## src/rtl/cgra_x_heep_pkg.sv

```systemverilog
// Shared types and defaults for the CGRA power-domain sequencer.
package cgra_x_heep_pkg;

    localparam int unsigned CGRA_PWR_ISO_WAIT    = 32'd4;
    localparam int unsigned CGRA_PWR_RST_WAIT    = 32'd4;
    localparam int unsigned CGRA_PWR_ACK_TIMEOUT = 32'd255;

    typedef enum logic [3:0] {
        BOOT_RST = 4'd0,
        ON       = 4'd1,
        OFF_IDLE = 4'd2,
        OFF_ISO  = 4'd3,
        OFF_SW   = 4'd4,
        OFF_ACK  = 4'd5,
        OFF      = 4'd6,
        ON_SW    = 4'd7,
        ON_ACK   = 4'd8,
        ON_RST   = 4'd9,
        ON_ISO   = 4'd10
    } cgra_pwr_state_e;

    function automatic int unsigned cgra_pwr_max3(input int unsigned a,
                                                  input int unsigned b,
                                                  input int unsigned c);
        int unsigned m;
        m = (a > b) ? a : b;
        return (m > c) ? m : c;
    endfunction

endpackage

```

## src/rtl/cgra_pwr_wait_cnt.sv

```systemverilog
// Shared wait counter: load_i restarts it at 0; expired_o rises once len_i
// cycles have been spent since the load, and the count then holds.
module cgra_pwr_wait_cnt #(
    parameter int unsigned W = 8
) (
    input  logic         clk_i,
    input  logic         rst_ni,
    input  logic         load_i,
    input  logic [W-1:0] len_i,
    output logic         expired_o
);

    logic [W-1:0] cnt_q, cnt_d;

    assign expired_o = (cnt_q >= (len_i - W'(1)));

    // Next count: restart on load, saturate once expired.
    always_comb begin
        cnt_d = cnt_q;
        if (load_i) begin
            cnt_d = '0;
        end else if (!expired_o) begin
            cnt_d = cnt_q + W'(1);
        end else begin
            cnt_d = cnt_q;
        end
    end

    // Count register.
    always_ff @(posedge clk_i or negedge rst_ni) begin
        if (!rst_ni) begin
            cnt_q <= '0;
        end else begin
            cnt_q <= cnt_d;
        end
    end

endmodule

```

## src/rtl/cgra_power_sequencer.sv

```systemverilog
// Power sequencer for the CGRA domain: orders isolation, reset, clock gate,
// power switch and RAM retention around single-cycle on/off requests.
module cgra_power_sequencer
    import cgra_x_heep_pkg::*;
#(
    parameter int unsigned ISO_WAIT    = CGRA_PWR_ISO_WAIT,
    parameter int unsigned RST_WAIT    = CGRA_PWR_RST_WAIT,
    parameter int unsigned ACK_TIMEOUT = CGRA_PWR_ACK_TIMEOUT
) (
    input  logic clk_i,
    input  logic rst_ni,
    input  logic on_req_i,
    input  logic off_req_i,
    input  logic retentive_req_i,
    input  logic cgra_idle_i,
    input  logic switch_ack_ni,
    output logic clkgate_en_no,
    output logic switch_no,
    output logic iso_no,
    output logic subsys_rst_no,
    output logic ram_retentive_no,
    output logic busy_o,
    output logic done_o,
    output logic is_on_o,
    output logic error_o
);

    localparam int unsigned MAX_WAIT = cgra_pwr_max3(ISO_WAIT, RST_WAIT, ACK_TIMEOUT);
    localparam int unsigned CNT_W    = $clog2(MAX_WAIT + 32'd1);
    localparam logic [CNT_W-1:0] ISO_LEN = CNT_W'(ISO_WAIT);
    localparam logic [CNT_W-1:0] RST_LEN = CNT_W'(RST_WAIT);
    localparam logic [CNT_W-1:0] ACK_LEN = CNT_W'(ACK_TIMEOUT);

    cgra_pwr_state_e state_q, state_d;
    logic ret_q, ret_d;
    logic err_q, err_d;
    logic clkgate_q, clkgate_d, switch_q, switch_d, iso_q, iso_d;
    logic rst_q, rst_d, ram_q, ram_d;
    logic busy_q, busy_d, done_q, done_d, on_q, on_d;
    logic             cnt_load_s, cnt_expired_s;
    logic [CNT_W-1:0] cnt_len_s;

    // Every state entry restarts the shared counter with that state's length.
    assign cnt_load_s = (state_d != state_q);

    // Wait length of the current state.
    always_comb begin
        cnt_len_s = CNT_W'(1);
        case (state_q)
            BOOT_RST, ON_RST: cnt_len_s = RST_LEN;
            OFF_ISO:          cnt_len_s = ISO_LEN;
            OFF_ACK, ON_ACK:  cnt_len_s = ACK_LEN;
            default:          cnt_len_s = CNT_W'(1);
        endcase
    end

    cgra_pwr_wait_cnt #(
        .W(CNT_W)
    ) u_wait_cnt (
        .clk_i    (clk_i),
        .rst_ni   (rst_ni),
        .load_i   (cnt_load_s),
        .len_i    (cnt_len_s),
        .expired_o(cnt_expired_s)
    );

    // Next-state logic, request acceptance, retention latch and error flag.
    always_comb begin
        state_d = state_q;
        ret_d   = ret_q;
        err_d   = err_q;
        case (state_q)
            BOOT_RST: if (cnt_expired_s) state_d = ON_ISO; else state_d = BOOT_RST;
            ON: begin
                if (off_req_i) begin
                    state_d = OFF_IDLE;
                    ret_d   = retentive_req_i;
                    err_d   = 1'b0;
                end else begin
                    state_d = ON;
                end
            end
            OFF_IDLE: if (cgra_idle_i) state_d = OFF_ISO; else state_d = OFF_IDLE;
            OFF_ISO:  if (cnt_expired_s) state_d = OFF_SW; else state_d = OFF_ISO;
            OFF_SW:   state_d = OFF_ACK;
            OFF_ACK: begin
                if (switch_ack_ni) begin
                    state_d = OFF;
                end else if (cnt_expired_s) begin
                    state_d = OFF;
                    err_d   = 1'b1;
                end else begin
                    state_d = OFF_ACK;
                end
            end
            OFF: begin
                if (on_req_i) begin
                    state_d = ON_SW;
                    err_d   = 1'b0;
                end else begin
                    state_d = OFF;
                end
            end
            ON_SW: state_d = ON_ACK;
            ON_ACK: begin
                // A timeout lands in OFF, whose outputs reopen the switch.
                if (!switch_ack_ni) begin
                    state_d = ON_RST;
                end else if (cnt_expired_s) begin
                    state_d = OFF;
                    err_d   = 1'b1;
                end else begin
                    state_d = ON_ACK;
                end
            end
            ON_RST:  if (cnt_expired_s) state_d = ON_ISO; else state_d = ON_RST;
            ON_ISO:  state_d = ON;
            default: state_d = BOOT_RST;
        endcase
    end

    // Output values for the state being entered, so they register with it.
    always_comb begin
        clkgate_d = 1'b0;
        switch_d  = 1'b0;
        iso_d     = 1'b0;
        rst_d     = 1'b0;
        ram_d     = 1'b1;
        case (state_d)
            ON, OFF_IDLE: begin
                iso_d = 1'b1;
                rst_d = 1'b1;
            end
            ON_ISO, OFF_ISO: rst_d = 1'b1;
            OFF_SW, OFF_ACK, OFF: begin
                clkgate_d = 1'b1;
                switch_d  = 1'b1;
                ram_d     = !ret_d;
            end
            ON_SW, ON_ACK: begin
                clkgate_d = 1'b1;
                ram_d     = !ret_d;
            end
            default: ram_d = 1'b1;
        endcase
        busy_d = (state_d != ON) && (state_d != OFF);
        on_d   = (state_d == ON);
        done_d = (state_d != state_q) && ((state_d == ON) || (state_d == OFF));
    end

    // State and output registers.
    always_ff @(posedge clk_i or negedge rst_ni) begin
        if (!rst_ni) begin
            state_q   <= BOOT_RST;
            ret_q     <= 1'b0;
            err_q     <= 1'b0;
            clkgate_q <= 1'b0;
            switch_q  <= 1'b0;
            iso_q     <= 1'b0;
            rst_q     <= 1'b0;
            ram_q     <= 1'b1;
            busy_q    <= 1'b1;
            done_q    <= 1'b0;
            on_q      <= 1'b0;
        end else begin
            state_q   <= state_d;
            ret_q     <= ret_d;
            err_q     <= err_d;
            clkgate_q <= clkgate_d;
            switch_q  <= switch_d;
            iso_q     <= iso_d;
            rst_q     <= rst_d;
            ram_q     <= ram_d;
            busy_q    <= busy_d;
            done_q    <= done_d;
            on_q      <= on_d;
        end
    end

    assign clkgate_en_no    = clkgate_q;
    assign switch_no        = switch_q;
    assign iso_no           = iso_q;
    assign subsys_rst_no    = rst_q;
    assign ram_retentive_no = ram_q;
    assign busy_o           = busy_q;
    assign done_o           = done_q;
    assign is_on_o          = on_q;
    assign error_o          = err_q;

endmodule

```

## config.mk

```make
export PLATFORM = sky130hd
export DESIGN_NAME = cgra_power_sequencer
export DESIGN_NICKNAME = d
export VERILOG_FILES = /design/src/rtl/cgra_x_heep_pkg.sv /design/src/rtl/cgra_pwr_wait_cnt.sv /design/src/rtl/cgra_power_sequencer.sv
export SDC_FILE = /design/constraint.sdc
export NUM_CORES = 1
export LEC_CHECK = 0
export BUFFER_PORTS_ARGS = -buffer_cell sky130_fd_sc_hd__buf_2
export CAP_MARGIN = 20
export CORE_UTILIZATION = 40
export CTS_BUF_LIST = sky130_fd_sc_hd__clkbuf_16
export CTS_CLUSTER_SIZE = 8
export DETAILED_ROUTE_END_ITERATION = 12
export GPL_TIMING_DRIVEN = 0
export PLACE_DENSITY = 0.63
export REMOVE_ABC_BUFFERS = 1
export SYNTH_ARGS = -nofsm -noshare
export SYNTH_HDL_FRONTEND = slang
export SYNTH_SLANG_ARGS = --single-unit
```

## constraint.sdc

```tcl
create_clock -name clk_i -period 8.4 [get_ports clk_i]
set_input_delay 0.84 -clock clk_i [delete_from_list [all_inputs] [get_ports clk_i]]
set_output_delay 0.84 -clock clk_i [all_outputs]
set_load 0.01 [all_outputs]
```

==> impl_metrics.yaml <==
critical_path:
  cp_cell_sequence: "nor2b_1, nand2_1, a21o_1, inv_1, nor2_1, ha_1, a2111oi_4, o21ai_4, a211o_1, a211o_1, a21bo_1"
  slowest_delay_ps: 690
  cpLargestDelayFamily: "compound AO/OA/AOI/OAI gates"
  cp_slowest_cell: "dfrtp_1"
  critical_path_buf_inv_count: 1
  path_common_cell: "a211o_1"
  cp-start-kind: "flip-flop"
  endpoint_kind: "flip-flop"
  path_class: "reg -> reg"
  crit_required_ps: 8590
  critPathArrivalTime_ps: 3690
  path_max_fanout: 18
final_layout:
  largest_reg_flops: 8
  n_antenna_cell: 0
  fin_util: 0.467
  final_layout_size_suffix_gt1_frac: 0.177
  final_nets: 198
  top_regs: "u_wait_cnt.cnt_q (8), state_q (4)"
  fill_cells: 371
  area_delta_synth_final_pct: 9.23
  post_layout_nonfiller_instances: 229
  final_area_mm2: 0.00175
  regMostFlops: "u_wait_cnt.cnt_q"
timing:
  holdWs_ps: 500
  hold_viol: 0
  finalSetupViolations: 0
  relSlewSlack: 0.534
  tns_ps: 0
  clock_skew_ps: 4.92
  rsz0062_at_grt: "no"
  drv_slew: 0
  worstMarginPinSlew_ps: 699
  fin_ws_ps: 4900
  post-route-period-util: 0.417
  post-route-min-period_ps: 3500
  timing.fmax_mhz: 286
place:
  numPortBuffers: 15
  dpl_cell_area_mm2: 0.00164
  dpl.hpwl_mm: 2.41
  dp_cells: 225
  dpl_worst_slack_ps: 4940
  gp_congestion: 0.815
synthesis:
  synth_xor_area_frac: 0.0383
  syn_inst: 173
  synthFlopType: "dfrtp_1"
  synth_top_family_by_area: "compound AO/OA/AOI/OAI gates"
  synthArstFlopShare: 1.00
  synth.area.top_cells: "dfrtp_1 (31%), ha_1 (7.0%), a21oi_1 (4.4%)"
  yosysSeqAreaShare: 0.346
  synth_adder_area_share: 0.0704
  synth_area_per_cell_um2: 9.25
  ys_warn_count: 0
  yosys.area.top_type: "dfrtp_1"
  yosys.area.top_type_share: 0.313
  netlist_area_mm2: 0.00160
  synth_edf_count: 0
  synth.distinct_cells: 49
  yosys_register_bits: 22
  synth.area.mux_share: 0.0141
  synth-simple-area-share: 0.195
  synth_compound_area_frac: 0.260
floorplanning:
  boundaryPins: 16
  core-area_mm2: 0.00374
  die_y_um: 65.3
  initial_core_util: 0.427
  dieArea_mm2: 0.00426
  fp-row-count: 22
  die_w_um: 65.3
clocking:
  cts_buffer_depth: 2
  ctsHoldBuffers: 0
  postCtsSetupBuffers: 0
  post_cts_resized: 0
  worst_skew_pair.late_latency_ps: 260
  clock_sinks: 22
  h-tree-depth: 1
  clkTransAtPathRegs_ps: 60
  cts_tree: "done"
  root_buffer: "clkbuf_16"
  numCtsBuffers: 3
pwr:
  peakVddDrop_v: 0.000221
  power.density_mw_per_mm2: 444
  finalPower_mw: 0.776
  power_leakage_nw: 0.746
run_status:
  outcome: "completed"
worst_hold_path:
  hold_path.class: "reg -> reg"
routing:
  wl_per_cell_um: 14.2
  first_iter_violations: 147
  via_per_inst: 5.76
  drtPass1Iterations: 4
  totalWireLength_mm: 3.25
  drc: 0
  antenna_left: 0
  num_vias: 1319
global_route:
  gr-total-overflow: 0
  grt_pass1_vias: 1253
  grt_max_degree: 29
  antenna_found_initial: 0
  grtUsageTotal: 0.179
  grt_pass1_wl_mm: 5.80
job:
  maxCapViolations: 0
## power breakdown
part | leakage (nW) | switching, mW | internal [mW] | total [mW]
clock | 0.0511 | 0.0379 | 0.0946 | 0.132
combinational | 0.411 | 0.264 | 0.191 | 0.455
sequential | 0.284 | 0.0493 | 0.139 | 0.189
total | 0.746 | 0.351 | 0.425 | 0.776
## cell usage in the layout, fill, tap and decap left out, drive strengths merged, types with 4 or more instances in the layout
| cell | Yosys | routed |
|---|---|---|
| ha | 9 | 9 |
| nand2 | 15 | 15 |
| buf | 7 | 15 |
| o21ai | 8 | 8 |
| nor2b | 6 | 6 |
| xnor2 | 4 | 4 |
| nor3 | 4 | 4 |
| dfrtp | 20 | 20 |
| nor2 | 18 | 18 |
| nand3 | 7 | 7 |
| inv | 8 | 8 |
| a21oi | 14 | 14 |
## routing by layer
layer	up-vias	track usage	routed length, um
li1	643	-	-
met1	642	0.240	1540
met2	30	0.278	1520
met3	4	0.0243	127
met4	0	0.0897	55
met5	-	0	0
## synthesized netlist by cell type, drive strengths merged, types with 3 or more instances
master,instances
a211o,3
a21oi,14
buf,7
clkbuf,4
dfrtp,20
ha,9
inv,8
nand2,15
nand2b,3
nand3,7
nand4,3
nor2,18
nor2b,6
nor3,4
o2111ai,3
o21a,3
o21ai,8
xnor2,4
xor2,3
## area by class of cell
cell class / instances / area, um^2 / share of cell area
Clock buffer: 3 / 75.1 / 0.0429
Clock inverter: 1 / 30.0 / 0.0172
Inverter: 8 / 30.0 / 0.0172
Multi-Input combinational cell: 132 / 925 / 0.529
Sequential cell: 22 / 553 / 0.316
Tap cell: 48 / 60.1 / 0.0344
Timing Repair Buffer: 15 / 75.1 / 0.0429
## logic make-up (layout without fill, tap and decap cells)
family / Yosys count / in the layout
AOI/OAI and AO/OA: 52 / 52
xor gates and xnor gates: 7 / 7
adders and majority gates: 9 / 9
buffers and inverters: 19 / 27
DFF: 22 / 22
muxes: 2 / 2
and+or+nand+nor: 62 / 62
## path summary, 6_finish.rpt
check | start | to | slack (ps) | cells past startpoint
max | state_q[3]$_DFF_PN0_ | ram_retentive_no$_DFF_PN1_ | 4900 | 11
min in group asynchronous | rst_ni | u_wait_cnt.cnt_q[3]$_DFFE_PN0P_ | 550 | 1
max reg2reg | state_q[3]$_DFF_PN0_ | ram_retentive_no$_DFF_PN1_ | 4900 | 11
min reg2reg | ret_q$_DFF_PN0_ | ret_q$_DFF_PN0_ | 500 | 1
min | ret_q$_DFF_PN0_ | ret_q$_DFF_PN0_ | 500 | 1
max in group asynchronous | rst_ni | busy_o$_DFF_PN1_ | 7500 | 1
Note: power is estimated with default switching activity, not from simulation.
